[src/rtl/ascon_pack.sv]
// rtl/ascon_pack.sv - shared types and widths for the Ascon input buffers
package ascon_pack;

    typedef enum logic {
        LOW_NEXT  = 1'b0,
        HIGH_HELD = 1'b1
    } packer_state_e;

    localparam int BlockWidth = 64;
    localparam int WordWidth  = 32;

endpackage

[src/rtl/ascon_word_fifo_if.sv]
// rtl/ascon_word_fifo_if.sv - bus-side word writes and core-side block pops
interface ascon_word_fifo_if
    import ascon_pack::*;
#(
    parameter int Depth = 8
);
    logic                   wr_valid_i;
    logic [WordWidth-1:0]   wr_data_i;
    logic                   wr_ready_o;
    logic                   pop_i;
    logic [BlockWidth-1:0]  data_o;
    logic                   empty_o;
    logic                   full_o;
    logic                   flush_i;
    logic [$clog2(Depth):0] level_o;
    logic                   half_o;
    logic                   underflow_o;

    modport master (
        output wr_valid_i, wr_data_i, pop_i, flush_i,
        input  wr_ready_o, data_o, empty_o, full_o, level_o, half_o, underflow_o
    );

    modport slave (
        input  wr_valid_i, wr_data_i, pop_i, flush_i,
        output wr_ready_o, data_o, empty_o, full_o, level_o, half_o, underflow_o
    );
endinterface

[src/rtl/ascon_word_fifo_packer.sv]
// rtl/ascon_word_fifo_packer.sv - pairs 32-bit words into big-endian 64-bit blocks
module word_packer
    import ascon_pack::*;
(
    input  logic                  clk_i,
    input  logic                  rst_n_i,
    input  logic                  accept_i,
    input  logic                  flush_i,
    input  logic [WordWidth-1:0]  word_i,
    output logic                  half_o,
    output logic                  block_valid_o,
    output logic [BlockWidth-1:0] block_o
);
    packer_state_e        state_q;
    logic [WordWidth-1:0] high_q;

    // The pair completes in the same cycle the second word is accepted so the
    // block lands in storage on that edge.
    assign block_valid_o = accept_i && (state_q == HIGH_HELD);
    assign block_o       = {high_q, word_i};
    assign half_o        = (state_q == HIGH_HELD);

    // Packer FSM: first word goes high, second word closes the pair.
    always_ff @(posedge clk_i or negedge rst_n_i) begin
        if (!rst_n_i) begin
            state_q <= LOW_NEXT;
            high_q  <= '0;
        end else if (flush_i) begin
            state_q <= LOW_NEXT;
            high_q  <= '0;
        end else if (accept_i) begin
            case (state_q)
                LOW_NEXT: begin
                    high_q  <= word_i;
                    state_q <= HIGH_HELD;
                end
                HIGH_HELD: begin
                    state_q <= LOW_NEXT;
                end
                default: state_q <= LOW_NEXT;
            endcase
        end
    end
endmodule

[src/rtl/ascon_word_fifo.sv]
// rtl/ascon_word_fifo.sv - first-word-fall-through block FIFO in front of an Ascon data port
module ascon_word_fifo
    import ascon_pack::*;
#(
    parameter int Depth    = 8,
    parameter int PtrWidth = $clog2(Depth)
) (
    input  logic                     clk_i,
    input  logic                     rst_n_i,
    ascon_word_fifo_if.slave         bus
);
    localparam logic [PtrWidth:0] FullCount = (PtrWidth + 1)'(Depth);

    logic [BlockWidth-1:0] mem [Depth];
    logic [PtrWidth-1:0]   wr_ptr_q;
    logic [PtrWidth-1:0]   rd_ptr_q;
    logic [PtrWidth:0]     count_q;
    logic                  underflow_q;

    logic                  empty;
    logic                  full;
    logic                  accept;
    logic                  push;
    logic                  pop_ok;
    logic [BlockWidth-1:0] block;

    assign empty  = (count_q == '0);
    assign full   = (count_q == FullCount);
    // Flush drops any word presented alongside it.
    assign accept = bus.wr_valid_i && !full && !bus.flush_i;
    assign pop_ok = bus.pop_i && !empty;

    word_packer u_packer (
        .clk_i         (clk_i),
        .rst_n_i       (rst_n_i),
        .accept_i      (accept),
        .flush_i       (bus.flush_i),
        .word_i        (bus.wr_data_i),
        .half_o        (bus.half_o),
        .block_valid_o (push),
        .block_o       (block)
    );

    assign bus.wr_ready_o  = !full;
    assign bus.empty_o     = empty;
    assign bus.full_o      = full;
    assign bus.level_o     = count_q;
    assign bus.underflow_o = underflow_q;
    assign bus.data_o      = empty ? '0 : mem[rd_ptr_q];

    // Block storage; contents survive flush and reset, only pointers move.
    always_ff @(posedge clk_i) begin
        if (push) begin
            mem[wr_ptr_q] <= block;
        end
    end

    // Pointers, occupancy and sticky underflow; flush wins over push and pop.
    always_ff @(posedge clk_i or negedge rst_n_i) begin
        if (!rst_n_i) begin
            wr_ptr_q    <= '0;
            rd_ptr_q    <= '0;
            count_q     <= '0;
            underflow_q <= 1'b0;
        end else if (bus.flush_i) begin
            wr_ptr_q    <= '0;
            rd_ptr_q    <= '0;
            count_q     <= '0;
            underflow_q <= 1'b0;
        end else begin
            if (push) begin
                wr_ptr_q <= wr_ptr_q + PtrWidth'(1);
            end
            if (pop_ok) begin
                rd_ptr_q <= rd_ptr_q + PtrWidth'(1);
            end
            if (push && !pop_ok) begin
                count_q <= count_q + (PtrWidth + 1)'(1);
            end else if (pop_ok && !push) begin
                count_q <= count_q - (PtrWidth + 1)'(1);
            end
            if (bus.pop_i && empty) begin
                underflow_q <= 1'b1;
            end
        end
    end
endmodule

[src/flat_wrapper.sv]
// flat-port wrapper written by rule: the top's interface ports become plain ports
module ascon_word_fifo_flat import ascon_pack::*;
#(
    parameter int Depth    = 8,
    parameter int PtrWidth = $clog2(Depth)
)
  (clk_i, rst_n_i, bus_wr_valid_i, bus_wr_data_i, bus_pop_i, bus_flush_i, bus_wr_ready_o, bus_data_o, bus_empty_o, bus_full_o, bus_level_o, bus_half_o, bus_underflow_o);
  ascon_word_fifo_if #(.Depth(Depth)) bus_i ();
  input  logic clk_i;
  input  logic rst_n_i;
  input wire logic [$bits(bus_i.wr_valid_i)-1:0] bus_wr_valid_i;
  input wire logic [$bits(bus_i.wr_data_i)-1:0] bus_wr_data_i;
  input wire logic [$bits(bus_i.pop_i)-1:0] bus_pop_i;
  input wire logic [$bits(bus_i.flush_i)-1:0] bus_flush_i;
  output wire logic [$bits(bus_i.wr_ready_o)-1:0] bus_wr_ready_o;
  output wire logic [$bits(bus_i.data_o)-1:0] bus_data_o;
  output wire logic [$bits(bus_i.empty_o)-1:0] bus_empty_o;
  output wire logic [$bits(bus_i.full_o)-1:0] bus_full_o;
  output wire logic [$bits(bus_i.level_o)-1:0] bus_level_o;
  output wire logic [$bits(bus_i.half_o)-1:0] bus_half_o;
  output wire logic [$bits(bus_i.underflow_o)-1:0] bus_underflow_o;
  assign bus_i.wr_valid_i = bus_wr_valid_i;
  assign bus_i.wr_data_i = bus_wr_data_i;
  assign bus_i.pop_i = bus_pop_i;
  assign bus_i.flush_i = bus_flush_i;
  assign bus_wr_ready_o = bus_i.wr_ready_o;
  assign bus_data_o = bus_i.data_o;
  assign bus_empty_o = bus_i.empty_o;
  assign bus_full_o = bus_i.full_o;
  assign bus_level_o = bus_i.level_o;
  assign bus_half_o = bus_i.half_o;
  assign bus_underflow_o = bus_i.underflow_o;
  ascon_word_fifo #(.Depth(Depth), .PtrWidth(PtrWidth)) u_core (.clk_i(clk_i), .rst_n_i(rst_n_i), .bus(bus_i));
endmodule
[config.mk]
export PLATFORM = sky130hd
export DESIGN_NAME = ascon_word_fifo_flat
export DESIGN_NICKNAME = d
export VERILOG_FILES = /design/src/rtl/ascon_pack.sv /design/src/rtl/ascon_word_fifo_if.sv /design/src/rtl/ascon_word_fifo_packer.sv /design/src/rtl/ascon_word_fifo.sv /design/src/flat_wrapper.sv
export SDC_FILE = /design/constraint.sdc
export NUM_CORES = 1
export LEC_CHECK = 0
export ABC_AREA = 0
export CORE_ASPECT_RATIO = 0.75
export CORE_MARGIN = 5
export CORE_UTILIZATION = 42
export CTS_BUF_LIST = sky130_fd_sc_hd__clkbuf_4
export DETAILED_ROUTE_END_ITERATION = 7
export PLACE_DENSITY = 0.71
export SLEW_MARGIN = 20
export SYNTH_ARGS = -nofsm -noshare
export SYNTH_HDL_FRONTEND = slang
export SYNTH_HIERARCHICAL = 1
export SYNTH_SLANG_ARGS = --single-unit
[constraint.sdc]
create_clock -name clk_i -period 6.7 [get_ports clk_i]
set_clock_uncertainty 0.05 [all_clocks]
set_input_delay 0.67 -clock clk_i [delete_from_list [all_inputs] [get_ports clk_i]]
set_output_delay 0.67 -clock clk_i [all_outputs]
set_load 0.01 [all_outputs]
; ---- Yosys cells after proc, flatten, opt, wreduce, memory -nomap -nowiden
; Memories as Yosys holds them, arrays and structs flattened.
; Cells that the tools add are included.
[totals]
regBits = 44
ram_bits = 512
out_inout_bits = 73
elab_cells = 51
n_memories = 1
[classes]
n_addsub = 4
n_eq_ne = 2
mux = 18
bitwise_logic = 1
reduce_logical = 19
[mem_list]
columns = name, depth, width, read_ports, rd_clocked_by_memory_dff, write_ports, line_no
row1 = u_core.mem, 8, 64, 1, 0, 1, ascon_word_fifo.sv:14  ; logic [BlockWidth-1:0] mem [Depth];
[ops]
columns = operator, n
row1 = $mux W32, 3
row2 = $mux W64, 1
row3 = $mux W3, 4
row4 = $mux W4, 3
row5 = $reduce_bool A2 Y1, 4
row6 = $logic_and A1 B1 Y1, 7
row7 = $add A3 B1 Y3 const B, 2
row8 = $mux W1, 6
row9 = $logic_not A1 Y1, 5
row10 = $add A4 B1 Y4 const B, 1
row11 = $eq A4 B4 Y1 const B, 1
row12 = $logic_not A4 Y1, 1
row13 = $sub A4 B1 Y4 const B, 1
row14 = $reduce_bool A3 Y1, 1
row15 = $ne A2 B2 Y1 const B, 1
row16 = $pmux W1 S2, 1
row17 = $reduce_and A2 Y1, 1
row18 = $not A1 Y1, 1

; ---- Logic depth before layout (Yosys ltp)
[depth]
ltp_word = 10
depth_mapped = 14

; ---- Modules after synthesis
; Netlist, hierarchy kept.
[by_module_without_submodules]
columns = mod, n_inst, cells_each, area_per_inst_um2, seq_area_each_um2
row1 = ascon_word_fifo, 1, 886, 20035.5, 15650.0
row2 = word_packer, 1, 181, 2020.7, 825.8

; ---- Worst setup path before layout
; Ideal clock, no wire load.
[synth_timing]
kind = reg-to-reg
from = register u_core.count_q[1] (netlist: u_core/bus.level_o[1])
to = memory u_core.mem[0][0] (enable)
setup_ns = 0.565
arrival_ns = 6.497
required_ns = 6.085
slack_ns = -0.412
stages_incl_launch_ff = 10
path_buffers = 2
period_less_slack_ns = 7.112
path_cell_list = dfrtp_1 > nor3_1 > nand2_1 > inv_1 > nor3b_1 > buf_4 > and2_1 > clkbuf_1 > nand2b_1 > nor3_1
[synth_via]
elab_chain_len = 7
[synth_rtl]
columns = item, line_no
row1 = start: declaration, ascon_word_fifo.sv:17  ; logic [PtrWidth:0] count_q;
row2 = start signal: assignment, ascon_word_fifo.sv:78  ; count_q <= count_q + (PtrWidth + 1)'(1);
row3 = start signal: assignment, ascon_word_fifo.sv:80  ; count_q <= count_q - (PtrWidth + 1)'(1);
row4 = $eq A4 B4 Y1, ascon_word_fifo.sv:28  ; assign full = (count_q == FullCount);
row5 = $logic_not A1 Y1, --
row6 = via bus_wr_ready_o, flat_wrapper.sv:15  ; output wire logic [$bits(bus_i.wr_ready_o)-1:0] bus_wr_ready_o;
row7 = $logic_and A1 B1 Y1 (2 in series), ascon_word_fifo.sv:30  ; assign accept = bus.wr_valid_i && !full && !bus.flush_i;
row8 = via u_core.accept, ascon_word_fifo.sv:22  ; logic accept;
row9 = $logic_and A1 B1 Y1, ascon_word_fifo_packer.sv:19  ; assign block_valid_o = accept_i && (state_q == HIGH_HELD);
row10 = via u_core.push, ascon_word_fifo.sv:23  ; logic push;
row11 = $mux W1, ascon_word_fifo.sv:53  ; if (push) begin
row12 = $mux W1 (implied by the code), ascon_word_fifo.sv:54  ; mem[wr_ptr_q] <= block;
row13 = end: declaration, ascon_word_fifo.sv:14
; The timed path passes the listed nets, and every way through them passes these cells.

; ---- Worst setup path in the final report
[layout_timing]
from = register u_core.rd_ptr_q[0]
to = output bus_data_o[33]
[layout_via]
elab_chain_len = 2
[layout_rtl]
columns = item, line_no
row1 = start: declaration, ascon_word_fifo.sv:16  ; logic [PtrWidth-1:0] rd_ptr_q;
row2 = start signal: assignment, ascon_word_fifo.sv:75  ; rd_ptr_q <= rd_ptr_q + PtrWidth'(1);
row3 = $mem_v2 Z8 W64, --
row4 = $mux W64, ascon_word_fifo.sv:49  ; assign bus.data_o = empty ? '0 : mem[rd_ptr_q];
row5 = end: declaration, flat_wrapper.sv:16  ; output wire logic [$bits(bus_i.data_o)-1:0] bus_data_o;
; Every way passes these cells.

==> results.tsv <==
metric	value	unit
status	completed	
final_common_cell	edfxtp_1	
postPlaceCellArea	23800	um2
swShare	0.276	
dieWidth	275	um
critPathArrivalTime	3.84	ns
tightest_slew	1.10	ns
end_kind	output port	
grt_pass1_wl	69.5	mm
cts_buffers	139	
worstSetupPathType	reg -> out	
ys_seq_area_frac	0.747	
post-route-cell-area	25600	um2
timing.final.ws_setup	2.14	ns
synth_cell_types	34	
comb_power_share	0.256	
cap_violations	0	
grt_max_degree	78	
cp_max_fo	41	
grt_util_all_layers	0.160	
drt_iter0_drc	867	
final_antenna_net_count	0	
core_area	51800	um2
routedWlPerCell	22.0	um
layout_common_cells	edfxtp_1, clkbuf_4, mux4_2	
syn_avg_cell_area	20.7	um2
clk_pin_slew	0.07	ns
seqPwrFrac	0.441	
slew_viol_final	0	
drc	0	
tritoncts	done	
routabilityCongestion	0.721	
ctsHtreeMaxLevel	4	
irDropWorstVdd	0.217	mV
clock_power_share	0.303	
port_buffers	109	
firstDrtPassIters	5	
synthToLayoutAreaGrowth	16.1	%
clockBufferDepth	3	
root_buffer	clkbuf_4	
slew_headroom	0.263	
synth_edf_count	512	
ys_top_cells_by_area	edfxtp_1, mux4_2, dfrtp_1, mux2i_1, nand4bb_1	
overflow	0	
viasPerCell	5.30	
synth_fp_nets	1109	
synthFlopType	edfxtp_1	
synthCells	1067	
netlist.area_leader.share	0.697	
ys_warn_count	6	
fin_setup_tns	0	ns
p_int	6.63	mW
start_kind	register	
hpwl	25.1	mm
hold_path_depth	3	
grt_pass1_vias	11500	
io_pins	110	
clk-insertion-delay-late	0.81	ns
ys_async_sr_fraction	0.0791	
timing.fmax	0.219	GHz
synth_largest_area_cell	edfxtp_1	
synth-seq-cells	556	
whs	0.424	ns
rsz0062_at_grt	no	
clock_sinks	556	
antenna_found_initial	2	
r2r_cells	9	
holdCritPathClass	in -> reg	
post-place-ws	2.49	ns
start_util	0.426	
finalCritPeriodShare	0.681	
leakage	8.17	nW
hold_viol	0	
num_vias	10800	
routed_wl	45.0	mm
syn_area	22100	um2
num-nets-final	1291	
die_y	208	um
cts_setup_buffers	0	
drive_above_1_share	0.313	
dieArea	57200	um2
fin_crit	4.56	ns
setup-violations-final	0	
power.density	358	nW/um2
crit_required	5.98	ns
row_count	72	
p_sw	2.53	mW
final timing paths:
check                      slack, ns                                from                                 end
min in group asynchronous       0.46                             rst_n_i   u_core/bus.level_o[3]$_DFFE_PN0P_
max in group asynchronous       5.64                             rst_n_i      u_core/rd_ptr_q[2]$_DFFE_PN0P_
setup reg to reg                3.13   u_core/bus.level_o[0]$_DFFE_PN0P_         u_core/mem[6][58]$_DFFE_PP_
setup / recovery                2.14      u_core/rd_ptr_q[0]$_DFFE_PN0P_                      bus_data_o[33]
hold / removal                  0.42                         bus_flush_i      u_core/wr_ptr_q[1]$_DFFE_PN0P_
hold reg to reg                 0.47  u_core/bus.underflow_o$_DFFE_PN0P_  u_core/bus.underflow_o$_DFFE_PN0P_
metrics by stage:
| step | instances | total power, mW | utilization |
|---|---|---|---|
| finish | 2047 | 9.17 | 0.494 |
| global route | 2047 | 9.70 | 0.494 |
| CTS | 2045 | 9.33 | 0.494 |
| detailed placement | 1809 | 6.54 | 0.460 |
| global placement | 1806 | 6.52 | 0.459 |
| floorplan | 1067 | 5.49 | - |
registers in the layout (all words and copies together) (netlist names):
| register | cells |
|---|---|
| u_core/mem | 512 |
| u_core/u_packer/high_q | 32 |
| u_core/bus.level_o | 4 |
| u_core/rd_ptr_q | 3 |
| u_core/wr_ptr_q | 3 |
| u_core/bus.underflow_o | 1 |
| u_core/u_packer/half_o | 1 |
cell type report:
class,count,area [um2]
Antenna cell,1,2.50
Clock buffer,205,1540
Clock inverter,30,210
Fill cell,4147,26200
Inverter,5,18.8
Multi-Input combinational cell,413,5100
Sequential cell,556,16500
Tap cell,703,880
Timing Repair Buffer,134,1370
routing by layer:
metal  part of all wire  vias to the layer above  track usage
met1               0.45                     5719        0.231
met5            0.00029                        -            0
met2               0.47                      350        0.240
met4              0.012                        2       0.0454
met3              0.067                       50       0.0453
li1                   -                     4723            -
synth_stat cells, drive strengths merged, types with 2 or more instances:
| library cell | n |
|---|---|
| a21oi | 2 |
| and2 | 3 |
| buf | 68 |
| clkbuf | 25 |
| dfrtp | 44 |
| edfxtp | 512 |
| ha | 4 |
| inv | 5 |
| mux2i | 67 |
| mux4 | 128 |
| nand2 | 5 |
| nand2b | 36 |
| nand4bb | 32 |
| nor2 | 81 |
| nor3 | 6 |
| o21ai | 32 |
| xnor2 | 4 |
| xor2 | 2 |
cell families (layout without fill, tap and decap cells):
group,after synthesis,after routing,share of synthesized area
muxes,195,195,0.161
AOI/OAI and AO/OA,40,40,0.0161
and+or+nand+nor,167,167,0.0450
buffers and inverters,98,374,0.0252
DFF,556,556,0.747
xor gates and xnor gates,6,6,0.00238
adders and majority gates,5,5,0.00318
other,0,1,0
power groups by stage:
stage | Combinational (mW) | Clock [mW] | Sequential [mW]
floorplan | 1.50 | 0 | 3.99
global placement | 2.40 | 0 | 4.12
detailed placement | 2.41 | 0 | 4.12
CTS | 2.42 | 2.86 | 4.05
global route | 2.56 | 3.07 | 4.07
finish | 2.35 | 2.77 | 4.04
critical path, cell delays in order, from the launching register on:
cell             delay [ns]
dfrtp_4                0.97
buf_4                  0.64
mux4_2                 0.60
mux2i_1                0.25
nor2_1                 0.07
clkdlybuf4s50_1        0.49
repair_timing:
action                                 4_1_cts  5_1_grt
resized for setup                            0        0
endpoints found under the hold margin       44        0
hold buffers                                 1        0
No activity file was read; power rests on OpenSTA's default activity.
==> patch: new RTL, same flow settings <==
`Depth` is set to 8 in 3 places; all go to 16.
--- a/src/rtl/ascon_word_fifo_if.sv
+++ b/src/rtl/ascon_word_fifo_if.sv
@@ -4,3 +4,3 @@
 #(
-    parameter int Depth = 8
+    parameter int Depth = 16
 );
--- a/src/rtl/ascon_word_fifo.sv
+++ b/src/rtl/ascon_word_fifo.sv
@@ -4,3 +4,3 @@
 #(
-    parameter int Depth    = 8,
+    parameter int Depth    = 16,
     parameter int PtrWidth = $clog2(Depth)
--- a/src/flat_wrapper.sv
+++ b/src/flat_wrapper.sv
@@ -3,3 +3,3 @@
 #(
-    parameter int Depth    = 8,
+    parameter int Depth    = 16,
     parameter int PtrWidth = $clog2(Depth)
Interface: changed (resized bus_level_o); port bits go from 110 to 111. The function was not compared with the original's and may differ.
==> patch against the original RTL <==
- wire length increased by 120%
- fmax shrank 15%
- critical path type unchanged
- largest cell class unchanged
- critical endpoint is now bus_data_o[2]
- synthesized area is 89% higher
- final cell count increased by 79%
- synthesized cell count up 75%
- setup slack got worse by 0.81 ns
- total power increased by 82%
- cell area up 86%
- sequential cell count rose by 515
==> patch: results (changes against the original RTL) <==
Clock tree
  – H-tree Lvls: 5 (was 4)
  – Cts bufs inserted: 279 (was 139)

Power and ir drop
  – IR drop worst, VDD: 0.000368 V (was 0.000217 V)
  – Lkg Pwr: 15.0 nW (was 8.17 nW)

Placed design
  – Dpl ws: 2.20 ns (was 2.49 ns)
  – DP Area: 44400 um2 (was 23800 um2)
  – Final GP Congestion: 0.798 (was 0.721)

Yosys
  – Number of synthesized flops with an enable pin: 1024 (was 512)
  – Post-synthesis cell type count: 44 (was 34)
  – Top area cells in the synthesized netlist: edfxtp_1 74%, mux4_2 14%, dfrtp_1 2.8% (was edfxtp_1 70%, mux4_2 13%, dfrtp_1 5.0%)
  – Synth Instances: 1868 (was 1067)

Route
  – Total routed wirelength: 99200 um (was 45000 um)
  – Routed len/inst: 27.1 um (was 22.0 um)
  – Met1 WL: 41900 um (was 20100 um)
  – DR iter-0 viols: 2383 (was 867)

Worst setup path
  – Worst flop-to-flop path startpoint: u_core/bus.level_o[1]$_DFFE_PN0P_ (was u_core/bus.level_o[0]$_DFFE_PN0P_)
  – RR Endpoint: u_core/bus.level_o[4]$_DFFE_PN0P_ (was u_core/mem[6][58]$_DFFE_PP_)
  – Crit-path max cell delay: 0.95 ns (was 0.97 ns)
  – Register-to-Register Path Depth: 14 (was 9)
  – Critical path origin: u_core/rd_ptr_q[3]$_DFFE_PN0P_ (was u_core/rd_ptr_q[0]$_DFFE_PN0P_)
  – Reg2reg setup slack: 2.60 ns (was 3.13 ns)

Finish
  – Final Cell Area: 47800 um2 (was 25600 um2)
  – Layout Nets: 2213 (was 1291)

Timing
  – Peak Freq: 186 MHz (was 219 MHz)

Hold path
  – Hold Path Class: input port to async pin (was input port to flip-flop)

GRT
  – Vias in the first global route: 21800 (was 11500)

Outcome
  – Status: finished, final reports clean (unchanged)
[patch: cell types whose count changed in the layout (fill, tap and decap cells not counted), sizes merged, moves of 31 or more]
cell    delta
edfxtp   +512
nor2      -56
nor3      +61
clkbuf   +183
mux4     +128
buf       +31
a221o     +63
[patch: power breakdown]
| group | total (mW) | internal (mW) | leakage, nW | switching (mW) |
|---|---|---|---|---|
| Sequential | 7.66 | 7.42 | 9.96 | 0.236 |
| Clock | 5.27 | 2.84 | 1.96 | 2.43 |
| Combinational | 3.73 | 1.80 | 3.11 | 1.93 |
[patch: cells by family (layout without fill, tap and decap cells)]
family | Yosys count | in the layout | synth area share, %
buf+inv | 154 | 613 | 2.13
xor+xnor | 8 | 8 | 0.168
fa+ha+maj | 10 | 10 | 0.318
other cells | 0 | 9 | 0
compound gates | 114 | 114 | 2.46
simple gates | 187 | 187 | 2.85
mux | 324 | 324 | 15.5
flops | 1071 | 1071 | 76.6
[patch: cell type report]
class,count,share of cell area (%)
multi-input cells,643,18.9
flip-flops and latches,1071,66.9
clock buffers,388,6.10
diodes,9,0.0472
inverters,5,0.0393
clock inverters,54,0.718
well taps,1326,3.47
repair buffers,166,3.87
[patch: critical path: cells and delay by family (launching register included)]
family / cells / cell delay [ns]
AO/OA/AOI/OAI: 1 / 0.36
buffers and inverters: 2 / 1.26
flip-flops: 1 / 0.95
AND/OR/NAND/NOR: 2 / 1.03
[patch: what timing repair did]
action                    CTS  global route
hold endpoints to repair   47             0
setup buffers               0             0
hold buffers                1             0
[patch: per-layer routing]
metal  track usage [%]  vias to the layer above
met5             0.483                        -
met4              5.41                       10
met2              27.2                     1120
met3              6.13                      119
li1                  -                     8634
met1              27.6                    11000
